## src/rtl/quad_enc_gen.sv

```systemverilog
// Quadrature encoder emulator: emits |delta| A/B edges spaced cmd_period clk cycles apart, tracking signed position.
// Latency: first edge lands cmd_period cycles after the accepting clk edge; A/B/Z/pos are all registered.
// Backpressure: cmd_ready is low for the whole move; abort ends a move on the next clk edge and wins over any due edge.
// Optional index output enabled by defining QUAD_ENC_GEN_INDEX_EN (enc_Z tied low otherwise).
module quad_enc_gen #(
    parameter int CNT_W = 16,
    parameter int PER_W = 16,
    parameter int PPR   = 4000
) (
    input  logic                    clk,
    input  logic                    aclr,
    input  logic                    cmd_valid,
    output logic                    cmd_ready,
    input  logic signed [CNT_W-1:0] cmd_delta,
    input  logic        [PER_W-1:0] cmd_period,
    input  logic                    abort,
    output logic                    enc_A,
    output logic                    enc_B,
    output logic                    enc_Z,
    output logic                    busy,
    output logic signed [31:0]      pos
);

    typedef enum logic {IDLE, RUN} state_t;

    state_t             state_q, state_d;
    logic               dir_q, dir_d;       // 1 = reverse
    logic [CNT_W-1:0]   rem_q, rem_d;       // edges still to emit
    logic [PER_W-1:0]   per_q, per_d;       // edge spacing, never 0
    logic [PER_W-1:0]   cnt_q, cnt_d;       // cycles until next edge
    logic               a_q, a_d;
    logic               b_q, b_d;
    logic signed [31:0] pos_q, pos_d;
    logic               edge_now;
    logic [CNT_W-1:0]   delta_u;
    logic [CNT_W-1:0]   mag;
    logic [PER_W-1:0]   per_eff;

    // Command decode, move sequencing and quadrature stepping.
    always_comb begin
        state_d  = state_q;
        dir_d    = dir_q;
        rem_d    = rem_q;
        per_d    = per_q;
        cnt_d    = cnt_q;
        a_d      = a_q;
        b_d      = b_q;
        pos_d    = pos_q;
        edge_now = 1'b0;

        // Magnitude as unsigned CNT_W so the most negative delta maps to 2^(CNT_W-1).
        delta_u = cmd_delta;
        mag     = cmd_delta[CNT_W-1] ? (~delta_u + CNT_W'(1)) : delta_u;
        per_eff = (cmd_period == '0) ? PER_W'(1) : cmd_period;

        case (state_q)
            IDLE: begin
                if (cmd_valid && !abort) begin
                    dir_d = cmd_delta[CNT_W-1];
                    rem_d = mag;
                    per_d = per_eff;
                    cnt_d = per_eff;
                    if (mag != '0) begin
                        state_d = RUN;
                    end
                end
            end
            RUN: begin
                if (abort) begin
                    state_d = IDLE;
                end else if (cnt_q == PER_W'(1)) begin
                    edge_now = 1'b1;
                    cnt_d    = per_q;
                    rem_d    = rem_q - CNT_W'(1);
                    if (rem_q == CNT_W'(1)) begin
                        state_d = IDLE;
                    end
                end else begin
                    cnt_d = cnt_q - PER_W'(1);
                end
            end
            default: state_d = IDLE;
        endcase

        // Gray step: forward 00->10->11->01, reverse is the mirror image.
        if (edge_now) begin
            if (!dir_q) begin
                if (a_q == b_q) a_d = ~a_q;
                else            b_d = ~b_q;
                pos_d = pos_q + 32'sd1;
            end else begin
                if (a_q == b_q) b_d = ~b_q;
                else            a_d = ~a_q;
                pos_d = pos_q - 32'sd1;
            end
        end
    end

    // State and output registers.
    always_ff @(posedge clk or posedge aclr) begin
        if (aclr) begin
            state_q <= IDLE;
            dir_q   <= 1'b0;
            rem_q   <= '0;
            per_q   <= PER_W'(1);
            cnt_q   <= '0;
            a_q     <= 1'b0;
            b_q     <= 1'b0;
            pos_q   <= '0;
        end else begin
            state_q <= state_d;
            dir_q   <= dir_d;
            rem_q   <= rem_d;
            per_q   <= per_d;
            cnt_q   <= cnt_d;
            a_q     <= a_d;
            b_q     <= b_d;
            pos_q   <= pos_d;
        end
    end

    assign cmd_ready = (state_q == IDLE);
    assign busy      = (state_q == RUN);
    assign enc_A     = a_q;
    assign enc_B     = b_q;
    assign pos       = pos_q;

`ifdef QUAD_ENC_GEN_INDEX_EN
    localparam int IDX_W = (PPR > 1) ? $clog2(PPR) : 1;

    logic [IDX_W-1:0] idx_q, idx_d;
    logic             z_q, z_d;

    // Index counter follows every edge modulo PPR; Z marks position 0.
    always_comb begin
        idx_d = idx_q;
        if (edge_now) begin
            if (!dir_q) idx_d = (idx_q == IDX_W'(PPR - 1)) ? '0 : idx_q + IDX_W'(1);
            else        idx_d = (idx_q == '0) ? IDX_W'(PPR - 1) : idx_q - IDX_W'(1);
        end
        z_d = (idx_d == '0);
    end

    // Index registers; Z comes out of reset high because the counter is 0.
    always_ff @(posedge clk or posedge aclr) begin
        if (aclr) begin
            idx_q <= '0;
            z_q   <= 1'b1;
        end else begin
            idx_q <= idx_d;
            z_q   <= z_d;
        end
    end

    assign enc_Z = z_q;
`else
    assign enc_Z = 1'b0;
`endif

endmodule

```

## config.mk

```make
export PLATFORM = sky130hd
export DESIGN_NAME = quad_enc_gen
export DESIGN_NICKNAME = d
export VERILOG_FILES = /design/src/rtl/quad_enc_gen.sv
export SDC_FILE = /design/constraint.sdc
export NUM_CORES = 1
export LEC_CHECK = 0
export CAP_MARGIN = 20
export CORE_MARGIN = 1
export CORE_UTILIZATION = 52
export CTS_BUF_LIST = sky130_fd_sc_hd__clkbuf_16
export DETAILED_ROUTE_END_ITERATION = 10
export MAX_ROUTING_LAYER = met4
export PLACE_DENSITY = 0.78
export SLEW_MARGIN = 20
export SYNTH_ARGS = -nofsm -noshare
export SYNTH_HDL_FRONTEND = slang
export SYNTH_SLANG_ARGS = --single-unit
export TNS_END_PERCENT = 10
```

## constraint.sdc

```tcl
create_clock -name clk -period 3 [get_ports clk]
set_clock_uncertainty 0.15 [all_clocks]
set_input_delay 0.45 -clock clk [delete_from_list [all_inputs] [get_ports clk]]
set_output_delay 0.45 -clock clk [all_outputs]
set_load 0.005 [all_outputs]
```

==> metrics.md <==
| Metric | Value |
|---|---|
| Status | complete, but fails checks |
| Violated checks | DRC |
| FF-to-FF Start | dir_q |
| Synth async-reset ratio | 100% |
| CP bufs+invs | 1 |
| DR pass1 iterations | 9 |
| Crit path DAT | 3060 ps |
| Place WS | -154 ps |
| Post-synth EDFFs | 0 |
| Cells after Synth | 790 |
| Total number of vias | 6,187 |
| Crit Path Class | reg -> reg |
| Fin crit share | 99.1% |
| Initial Util | 53.8% |
| Clock network power share | 30.6% |
| Clock Tree Root | clkbuf_16 |
| Synth top area share | 33.5% |
| Via density per instance | 5.91 |
| Die Ht | 111 um |
| DIE WIDTH | 111 um |
| H-tree depth | 3 |
| GRT Overall Usage | 28.2% |
| Yosys cell types | 57 |
| Leak | 3.37 nW |
| Setup TNS | 0 ps |
| Longest Clk Path Bufs | 2 |
| Die Area | 12,400 um2 |
| Final hold slack | 265 ps |
| Max Freq | 336 MHz |
| Max-Slew Margin vs Limit | 65.3% |
| Site row count | 39 |
| First-pass GRT wire length | 27,900 um |
| CP Data Required Time | 3090 ps |
| Final total power | 3.79 mW |
| Top post-synthesis cells by count | nand2_1 (138), o21ai_0 (100), dfrtp_1 (83), a21oi_1 (68), nor2_1 (57) |
| Post-synth top area cell | dfrtp_1 |
| CTS clock-pin slew for the worst setup and hold paths | 60 ps |
| Max incr delay on CP | 460 ps |
| Worst vdd ir | 0.424 mV |
| RSZ-0062 raised after global routing | true |
| NumNets Final | 970 |
| Mean post-synth cell area | 7.84 um2 |
| Cell family with most CP delay | compound AO/OA/AOI/OAI gates |
| Sequential share of power | 39.0% |
| Placed Area | 7440 um2 |
| Post-Layout Inst Area | 7790 um2 |
| Post-DR wirelength/cell | 15.4 um |
| Count leader, synth | nand2_1 |
| Drt drc | 10 |
| Final Hold Vio Count | 0 |
| CORE AREA | 11,500 um2 |
| Final Setup Violations | 0 |
| CP startpoint kind | flip-flop |
| CTS tree | built |
| Top_reg_cell synth | dfrtp_1 |
| Worst Path Max Fanout | 13 |
| IO buf count | 71 |
| Placed insts | 1,029 |
| Layout area overhead | 25.8% |
| Register area share after synthesis | 34.0% |
| Ratio of cells with drive above 1 in the final layout | 11.0% |
| Final min period | 2970 ps |
| Largest net degree at the start of global routing | 65 |
| Final worst setup slack | 27.6 ps |
| Vias in the first global route | 6,036 |
| Area contributors post-synth | dfrtp_1 (34%), nand2_1 (8.4%), o21ai_0 (8.1%) |
| Total grt overflow | 0 |
| Antenna viol nets, final | 0 |
| Switching pwr | 1.32 mW |
| Syn Nets | 862 |
| Worst Hold Class | in -> async |
| Synthesized cell area | 6190 um2 |
| Worst-Margin Slew | 519 ps |
| Pwr dens | 486 nW/um2 |
| Maximum Capacitance Violations | 0 |
| 1st-iter DRT viols | 438 |
| Worst r2r path cells | 10 |
| Crit-path cells | buf_4 > ha_1 > a21oi_1 > o21ai_0 > a21oi_1 > o21ai_0 > a2111oi_1 > o31a_1 > o31ai_1 > xnor2_1 |
| Sw Share | 34.8% |
| Routability cong. | 0.967 |
| Synth warn | 0 |
| Layout Utilization | 67.7% |
| Max-slew violation count | 0 |
| Post-DP HPWL | 11,900 um |
| Antenna diodes | 0 |
| Num ports | 73 |
| Reg2reg setup slack | 30 ps |
| P_int | 2.47 mW |
| CTS Buf Count | 9 |
| Slowest cell on the critical path | a2111oi_1 |
| Post-Layout Cell Count | 1,046 |
| Routed wire length | 16,100 um |
| Initial antenna violation count | 0 |
| Later-pin clock latency in the skew report | 360 ps |
| Worst Setup End Kind | flip-flop |
| CTS Sinks | 84 |
| Reg-to-reg endpoint | pos[31] |
| Logic pwr share | 30.5% |
| Synth Register Bits | 84 |
-- per-layer routing --
| metal | vias up | track usage, % | routed length (um) |
|---|---|---|---|
| li1 | 3041 | - | - |
| met1 | 2912 | 34.7 | 7140 |
| met2 | 201 | 46.4 | 7900 |
| met3 | 33 | 4.26 | 763 |
| met4 | 0 | 11.4 | 338 |
| met5 | - | - | 0 |
-- power by group through the flow --
stage / sequential (mW) / clock (mW) / combinational (mW)
floorplan: 1.46 / 0 / 0.744
global placement: 1.48 / 0 / 1.07
detailed placement: 1.49 / 0 / 1.11
CTS: 1.47 / 1.17 / 1.14
global route: 1.50 / 1.22 / 1.29
finish: 1.47 / 1.16 / 1.15
-- sequential cells by signal (all words and copies together), names as in the netlist --
register  cells
per_q        16
cnt_q        16
rem_q        16
dir_q         1
enc_B         1
busy          1
pos          32
enc_A         1
-- how the worst max path moves through the flow --
| stage | slack (ps) | end | cells past startpoint | start |
|---|---|---|---|---|
| finish | 30 | pos[31] | 10 | dir_q |
| global route | -60 | pos[31] | 10 | dir_q |
| CTS | 70 | pos[26] | 11 | dir_q |
| detailed placement | -150 | busy | 8 | cmd_delta[4] |
| global placement | -60 | busy | 8 | cmd_delta[4] |
| floorplan | 3 | pos[31] | 8 | dir_q |
-- cells by family (layout without fill, tap and decap cells) --
family,count (synthesis),in the layout,share of synthesized area [%]
AOI/OAI and AO/OA,251,251,23.6
xor gates and xnor gates,54,54,7.64
adders and majority gates,36,36,7.39
buffers and inverters,59,172,3.70
DFF,84,84,34.0
muxes,12,12,1.94
other,1,1,0.0605
and+or+nand+nor,293,293,21.7
-- what timing repair did --
item,4_1_cts,5_1_grt
pin swaps,0,1
gates resized for setup,1,8
setup buffers,1,0
setup endpoints to repair,1,16
hold buffers,0,0
-- cells in the final DEF, fill, tap and decap left out, types with 4 or more instances in the layout --
cell,n
nand2_1,137
o21ai_0,99
dfrtp_1,82
clkdlybuf4s50_1,71
a21oi_1,66
buf_4,62
nor2_1,57
xnor2_1,37
ha_1,35
nand3_1,19
inv_1,19
xor2_1,17
nor3_1,15
nor4_1,14
a21o_1,13
mux2i_1,12
nand4_1,11
nand2b_1,10
a31oi_1,9
clkbuf_16,9
o21bai_1,8
o31ai_1,8
a211oi_1,8
o211ai_1,6
o22ai_1,6
or4_1,6
o21a_1,5
and3_1,4
-- cell type report --
| class | count | area, um2 |
|---|---|---|
| clock buffers | 9 | 225 |
| repair buffers | 136 | 1240 |
| well taps | 143 | 179 |
| fillers | 969 | 3720 |
| clock inverters | 7 | 73.8 |
| inverters | 20 | 76.3 |
| multi-input cells | 647 | 3900 |
| flip-flops and latches | 84 | 2100 |
(Power assumes the default switching activity.)
